<file path="config.mk">
export PLATFORM = sky130hd
export DESIGN_NAME = cpu_mem_bridge
export DESIGN_NICKNAME = d
export VERILOG_FILES = /design/src/rtl/gm64_pkg.sv /design/src/rtl/sync2.sv /design/src/rtl/cpu_mem_bridge.sv
export SDC_FILE = /design/constraint.sdc
export NUM_CORES = 1
export LEC_CHECK = 0
export BUFFER_PORTS_ARGS = -buffer_cell sky130_fd_sc_hd__buf_4
export CORE_MARGIN = 8
export CORE_UTILIZATION = 49
export CTS_CLUSTER_DIAMETER = 30
export DETAILED_ROUTE_END_ITERATION = 6
export GPL_TIMING_DRIVEN = 0
export PLACE_DENSITY = 0.78
export SYNTH_ARGS = -nofsm -noshare
export SYNTH_HDL_FRONTEND = slang
export SYNTH_SLANG_ARGS = --single-unit
</file>
<file path="constraint.sdc">
create_clock -name clkPhi0 -period 2.52 [get_ports clkPhi0]
set_input_delay 0.504 -clock clkPhi0 [delete_from_list [all_inputs] [get_ports clkPhi0]]
set_output_delay 0.504 -clock clkPhi0 [all_outputs]
set_load 0.05 [all_outputs]
</file>
<file path="src/rtl/gm64_pkg.sv">
//------------------------------------------------------------------------------
// gm64_pkg
// Shared gm64 types: CPU/memory bridge FSM states and the C64 colour palette.
// Revision: 1.0 - initial release
//------------------------------------------------------------------------------
`default_nettype none

package gm64_pkg;

    typedef enum logic [2:0] {
        IDLE      = 3'd0,
        REQ       = 3'd1,
        WAIT_DONE = 3'd2,
        DONE      = 3'd3,
        ERR       = 3'd4
    } bridge_state_t;

    typedef enum logic [3:0] {
        BLACK       = 4'h0,
        WHITE       = 4'h1,
        RED         = 4'h2,
        CYAN        = 4'h3,
        PURPLE      = 4'h4,
        GREEN       = 4'h5,
        BLUE        = 4'h6,
        YELLOW      = 4'h7,
        ORANGE      = 4'h8,
        BROWN       = 4'h9,
        LIGHT_RED   = 4'hA,
        DARK_GREY   = 4'hB,
        GREY        = 4'hC,
        LIGHT_GREEN = 4'hD,
        LIGHT_BLUE  = 4'hE,
        LIGHT_GREY  = 4'hF
    } color_t;

endpackage

`default_nettype wire

</file>
<file path="src/rtl/sync2.sv">
//------------------------------------------------------------------------------
// sync2
// Two-flop synchronizer into the clkPhi0 domain, async active-low reset.
// Revision: 1.0 - initial release
//------------------------------------------------------------------------------
`default_nettype none

module sync2 #(
    parameter int WIDTH = 1
) (
    input  logic             clkPhi0,
    input  logic             reset,
    input  logic [WIDTH-1:0] i_async,
    output logic [WIDTH-1:0] o_sync
);

    logic [WIDTH-1:0] r_meta;

    always_ff @(posedge clkPhi0 or negedge reset) begin
        if (!reset) begin
            r_meta <= '0;
            o_sync <= '0;
        end else begin
            r_meta <= i_async;
            o_sync <= r_meta;
        end
    end

endmodule

`default_nettype wire

</file>
<file path="src/rtl/cpu_mem_bridge.sv">
//------------------------------------------------------------------------------
// cpu_mem_bridge
// Turns each 6502 bus cycle into one memCtrl request, stalling the CPU on RDY.
// Revision: 1.0 - initial release
//------------------------------------------------------------------------------
`default_nettype none

module cpu_mem_bridge
    import gm64_pkg::*;
#(
    parameter logic [6:0]  BANK        = 7'd0,
    parameter int          TIMEOUT     = 1023,
    parameter logic [15:0] BORDER_ADDR = 16'hD020
) (
    input  logic        clkPhi0,
    input  logic        reset,
    input  logic [15:0] i_addr,
    input  logic [7:0]  i_cpu_do,
    input  logic        i_we,
    output logic [7:0]  o_cpu_di,
    output logic        o_rdy,
    output logic        o_ce,
    output logic        o_write,
    output logic [6:0]  o_bank,
    output logic [15:0] o_addr,
    output logic [7:0]  o_wdata,
    input  logic [7:0]  i_rdata,
    input  logic        i_busy,
    output color_t      o_border,
    output logic        o_timeout
);

    localparam int              CNT_W      = $clog2(TIMEOUT + 1);
    localparam logic [CNT_W-1:0] c_cnt_last = CNT_W'(TIMEOUT - 1);
    localparam logic [CNT_W-1:0] c_cnt_max  = CNT_W'(TIMEOUT);

    bridge_state_t    r_state;
    bridge_state_t    w_next;
    logic             w_busy_s;
    logic [CNT_W-1:0] r_cnt;
    logic             w_cnt_last;
    logic             w_in_phase;
    logic             w_enter_phase;

    sync2 #(
        .WIDTH (1)
    ) u_busy_sync (
        .clkPhi0 (clkPhi0),
        .reset   (reset),
        .i_async (i_busy),
        .o_sync  (w_busy_s)
    );

    assign o_bank        = BANK;
    assign w_cnt_last    = (r_cnt == c_cnt_last);
    assign w_in_phase    = (r_state == REQ) || (r_state == WAIT_DONE);
    assign w_enter_phase = (w_next != r_state) && ((w_next == REQ) || (w_next == WAIT_DONE));

    // A stale busy_s already high in REQ is taken as the acknowledge.
    always_comb begin
        w_next    = r_state;
        o_ce      = 1'b0;
        o_rdy     = 1'b0;
        o_timeout = 1'b0;
        unique case (r_state)
            IDLE: w_next = REQ;
            REQ: begin
                o_ce = 1'b1;
                if (w_busy_s)        w_next = WAIT_DONE;
                else if (w_cnt_last) w_next = ERR;
            end
            WAIT_DONE: begin
                if (!w_busy_s)       w_next = DONE;
                else if (w_cnt_last) w_next = ERR;
            end
            DONE: begin
                o_rdy  = 1'b1;
                w_next = IDLE;
            end
            ERR:     o_timeout = 1'b1;
            default: w_next = IDLE;
        endcase
    end

    always_ff @(posedge clkPhi0 or negedge reset) begin
        if (!reset) begin
            r_state  <= IDLE;
            r_cnt    <= '0;
            o_addr   <= '0;
            o_write  <= 1'b0;
            o_wdata  <= '0;
            o_cpu_di <= '0;
            o_border <= BLACK;
        end else begin
            r_state <= w_next;
            if (r_state == IDLE) begin
                o_addr  <= i_addr;
                o_write <= i_we;
                o_wdata <= i_cpu_do;
            end
            if (w_enter_phase)
                r_cnt <= '0;
            else if (w_in_phase && (r_cnt != c_cnt_max))
                r_cnt <= r_cnt + CNT_W'(1);
            if ((r_state == WAIT_DONE) && (w_next == DONE)) begin
                if (!o_write)
                    o_cpu_di <= i_rdata;
                else if (o_addr == BORDER_ADDR)
                    o_border <= color_t'(o_wdata[3:0]);
            end
        end
    end

endmodule

`default_nettype wire

</file>
After elaboration in Yosys (flattened, before gate mapping)
Index checks and enable logic that the tools add are counted.
{"block": "op_classes", "n_addsub": 1, "n_eq_ne": 11, "mux": 9, "bitwise_logic": 1, "n_reduce_logical": 9}
{"operator": "10-bit two-way mux", "count": 2}
{"operator": "16-bit == test (second input constant)", "count": 1}
{"operator": "3-bit by 2-bit == test with 1-bit output (second input constant)", "count": 4}
{"operator": "3-bit case mux with 4 select lines", "count": 1}
{"operator": "10-bit by 1-bit adder with 10-bit output (second input constant)", "count": 1}
{"operator": "10-bit == test (second input constant)", "count": 1}
{"operator": "10-bit != test (second input constant)", "count": 1}
{"operator": "3-bit two-way mux", "count": 3}
{"operator": "3-bit by 1-bit == test with 1-bit output (second input constant)", "count": 2}
{"operator": "3-bit == test (second input constant)", "count": 1}
{"operator": "1-bit logical AND", "count": 3}
{"operator": "3-bit zero test", "count": 1}
{"operator": "1-bit two-way mux", "count": 3}
{"operator": "3-bit != test", "count": 1}
{"operator": "3-bit AND reduction", "count": 1}
{"operator": "1-bit logical OR", "count": 2}
{"operator": "2-bit AND reduction", "count": 1}
{"operator": "2-bit nonzero test", "count": 1}
{"operator": "1-bit NOT", "count": 1}
{"block": "totals", "reg_bits": 52, "inputBits": 36, "output_inout_bits": 47, "wordCells": 40}

Depth between registers and ports, before layout
{"block": "depth", "ltp_word": 8, "mapped_depth": 6, "mapped_depth_nobuf": 5}

Cells and area by module
Synthesis repeated with hierarchy kept, for this count alone.
{"block": "unflattened", "cells_unflattened": 179, "area_unflattened_um2": 2317.2}
{"mod": "cpu_mem_bridge", "instances": 1, "cells_per_inst": 177, "area_per_inst_um2": 2267.2, "seq_area_each_um2": 1251.2}
{"mod": "sync2", "instances": 1, "cells_per_inst": 2, "area_per_inst_um2": 50.0, "seq_area_each_um2": 50.0}

Least setup slack after synthesis
Ideal clock, no wire load.
{"block": "synth_timing", "path_kind": "reg-to-output", "start": "register r_state[2]", "end": "output port o_ce", "t_arrival_ns": 1.835, "required_ns": 2.016, "slack_ns": 0.181, "path_stages_with_launch": 3, "cell_sequence": "dfrtp_1 -> clkbuf_1 -> nor3b_1"}
{"block": "synth_via", "elab_chain_cells": 2}
{"element": "from (decl)", "line_no": "cpu_mem_bridge.sv:37", "source": "bridge_state_t r_state;"}
{"element": "from (signal assigned)", "line_no": "cpu_mem_bridge.sv:95", "source": "r_state <= w_next;"}
{"element": "3-bit by 1-bit == test with 1-bit output", "line_no": "cpu_mem_bridge.sv:65", "source": "unique case (r_state)"}
{"element": "1-bit two-way mux", "line_no": "cpu_mem_bridge.sv:65"}
{"element": "to (decl)", "line_no": "cpu_mem_bridge.sv:22", "source": "output logic o_ce,"}
Every way passes these cells.

Worst setup path in the final report
Ends and elaborated chain as after synthesis.

==> results.md <==
- Status: completed
- DRC violations left: 0
- Drt first pass iters: 4
- Area added between synthesis and finish: 32.4%
- Skew final: 0.00649 ns
- Critical path data required time: 2.02 ns
- ANT nets after route: 0
- Antenna violations before repair: 0
- Sink Count: 52
- Final hold violation count: 0
- Setup violations, final: 0
- N_diodes: 0
- Nets@finish: 310
- WL per Instance: 16.1 um
- Worst R2R End: o_addr[13]
- Largest net degree at the start of global routing: 53
- Synth Register Bits: 52
- Most frequent cells in the layout: 82 x buf_4, 52 x dfrtp_1, 37 x mux2_2
- Worst-path clk slew: 0.09 ns
- Post-synthesis sequential area ratio: 55.2%
- First-pass GRT wire length: 8760 um
- Initial core utilization: 50.2%
- Routed vias: 1752
- Setup crit start kind: register
- CTS tree: built
- Setup Total Neg Slack: 0 ns
- Reg2Reg Setup Slack: 0.60 ns
- Post_cts resized: 0
- Root Buffer: clkbuf_8
- Vias per Instance: 5.36
- CTS buffer count: 5
- Cells after Synth: 184
- Final Cycle Share: 86.2%
- Synth area leaders: dfrtp_1 55%, mux2_2 18%, buf_4 2.2%
- Grt total ovfl: 0
- Full die area: 7280 um^2
- CP Class: reg2out
- Die height: 85.3 um
- Setup repair after global routing missed its margin: no
- FMAX: 461 MHz
- Post-route minimum period: 2.17 ns
- Area leader, netlist: dfrtp_1
- Tot Pwr: 4360 uW
- Worst min path class: in2async
- Number of global-route vias before repair: 1746
- Mapped Avg Cell Area: 12.8 um^2
- Core footprint: 4690 um^2
- Post-synth EDFFs: 0
- Deepest clock path buffer count: 2
- 1st-iter DRT viols: 49
- Clock latency on the worst-skew pair: 0.30 ns
- Layout Utilization: 66.5%
- PortBufs: 75
- HPWL Detailed: 4020 um
- CP max FO: 10
- Commonest non-fill, non-tap cell in the layout: buf_4
- P per Cell Area: 1400 nW/um^2
- Unique masters post-synth: 42
- Routed WL: 5260 um
- Global Route Usage Sum: 15.0%
- Leak: 0.00146 uW
- Slew at the pin with the worst max-slew slack: 0.649 ns
- Synthesized area: 2360 um^2
- Synth Warn #: 0
- Critical path destination: o_ce
- Relative slew slack: 56.8%
- Ys flop type: dfrtp_1
- Maximum VDD drop: 686 uV
- CP startpoint: r_state[2]
- Ys async rst share: 100%
- H-tree Lvls: 2
- Setup bufs post-CTS: 0
- DP Area: 3010 um^2
- Final Wtd Congestion: 0.816
- Max-cap violation count: 0
- Hold_ws: 0.218 ns
- Die Wd: 85.3 um
- Worst R2R Path Depth: 4
- Post-synth top area share: 55.2%
- Crit Reg-Reg Startpoint: r_state[2]
- Hold_buf cts: 0
- Critical path capture point type: output pin
- Final slew viol count: 0
- Share of layout cells above drive strength 1: 50.2%
- Final instance area: 3120 um^2
- Worst EP arrival: 1.67 ns
- IO Count: 83
- Rows: 25
## critical path, cell delays in order (launching register included)
cell,delay (ns)
dfrtp_1,0.40
clkbuf_1,0.23
nor3b_1,0.45
buf_4,0.29
## where the power goes
| part | internal, uW | switching (uW) |
|---|---|---|
| Combinational | 866 | 1590 |
| Clock | 294 | 269 |
| Sequential | 1140 | 200 |
## state kept, by name (all words and copies together) (netlist names), 3 cells and up
signal	flops
o_border	4
o_addr	16
o_wdata	8
r_cnt	10
o_cpu_di	8
r_state	3
## Yosys cell counts (2+ instances only)
| cell | number |
|---|---|
| o311ai_0 | 2 |
| or4_1 | 3 |
| nand2_1 | 8 |
| nand3_1 | 5 |
| buf_4 | 7 |
| nor2_1 | 11 |
| a311oi_1 | 2 |
| nor4_1 | 2 |
| buf_2 | 2 |
| or4b_1 | 2 |
| dfrtp_1 | 52 |
| mux2_2 | 37 |
| o41ai_1 | 3 |
| o31ai_1 | 3 |
| inv_1 | 2 |
| buf_6 | 3 |
| a21oi_1 | 7 |
| nand2b_1 | 4 |
| ha_1 | 2 |
| or3_1 | 2 |
| and4_1 | 2 |
| nand4_1 | 3 |
## metal layers
metal	vias up	global-route usage (%)	part of all wire (%)
li1	838	-	-
met2	59	25.5	49
met1	848	17.0	42
met3	7	4.73	7.0
met5	-	0	0
met4	0	6.21	1.7
## kinds of logic after synthesis
group           Yosys count  synth area share, %
compound gates           22                 6.43
mux                      38                 18.1
xor+xnor                  2                 1.06
fa+ha+maj                 2                 1.06
other cells               1                0.159
buf+inv                  16                 4.73
simple gates             51                 13.2
flops                    52                 55.2
## cell type report
cell class / count / area [um^2]
fill: 355 / 1570
sequential: 52 / 1300
multi-input combinational: 122 / 966
timing repair buffer: 75 / 563
buffer: 14 / 104
clock buffer: 5 / 68.8
tap: 54 / 67.6
clock inverter: 3 / 42.5
inverter: 2 / 7.51
## worst min path at each step
| stage | from | end | cells after the start |
|---|---|---|---|
| 5_1_grt | reset | r_cnt[8] | 1 |
| 3_3_place_gp | u_busy_sync.r_meta | u_busy_sync.o_sync | 0 |
| 4_1_cts | reset | o_wdata[2] | 1 |
| 2_1_floorplan | reset | o_addr[0] | 0 |
| 6_report | reset | r_cnt[0] | 1 |
| 3_5_place_dp | u_busy_sync.r_meta | u_busy_sync.o_sync | 0 |
## per-stage QoR
| stage | cells | worst slack [ns] |
|---|---|---|
| after floorplan | 190 | 0.181 |
| after global placement | 319 | 0.609 |
| after detailed placement | 319 | 0.565 |
| after CTS | 327 | 0.344 |
| after global routing | 327 | 0.235 |
| final | 327 | 0.349 |
Note: power is estimated with default switching activity, not from simulation.
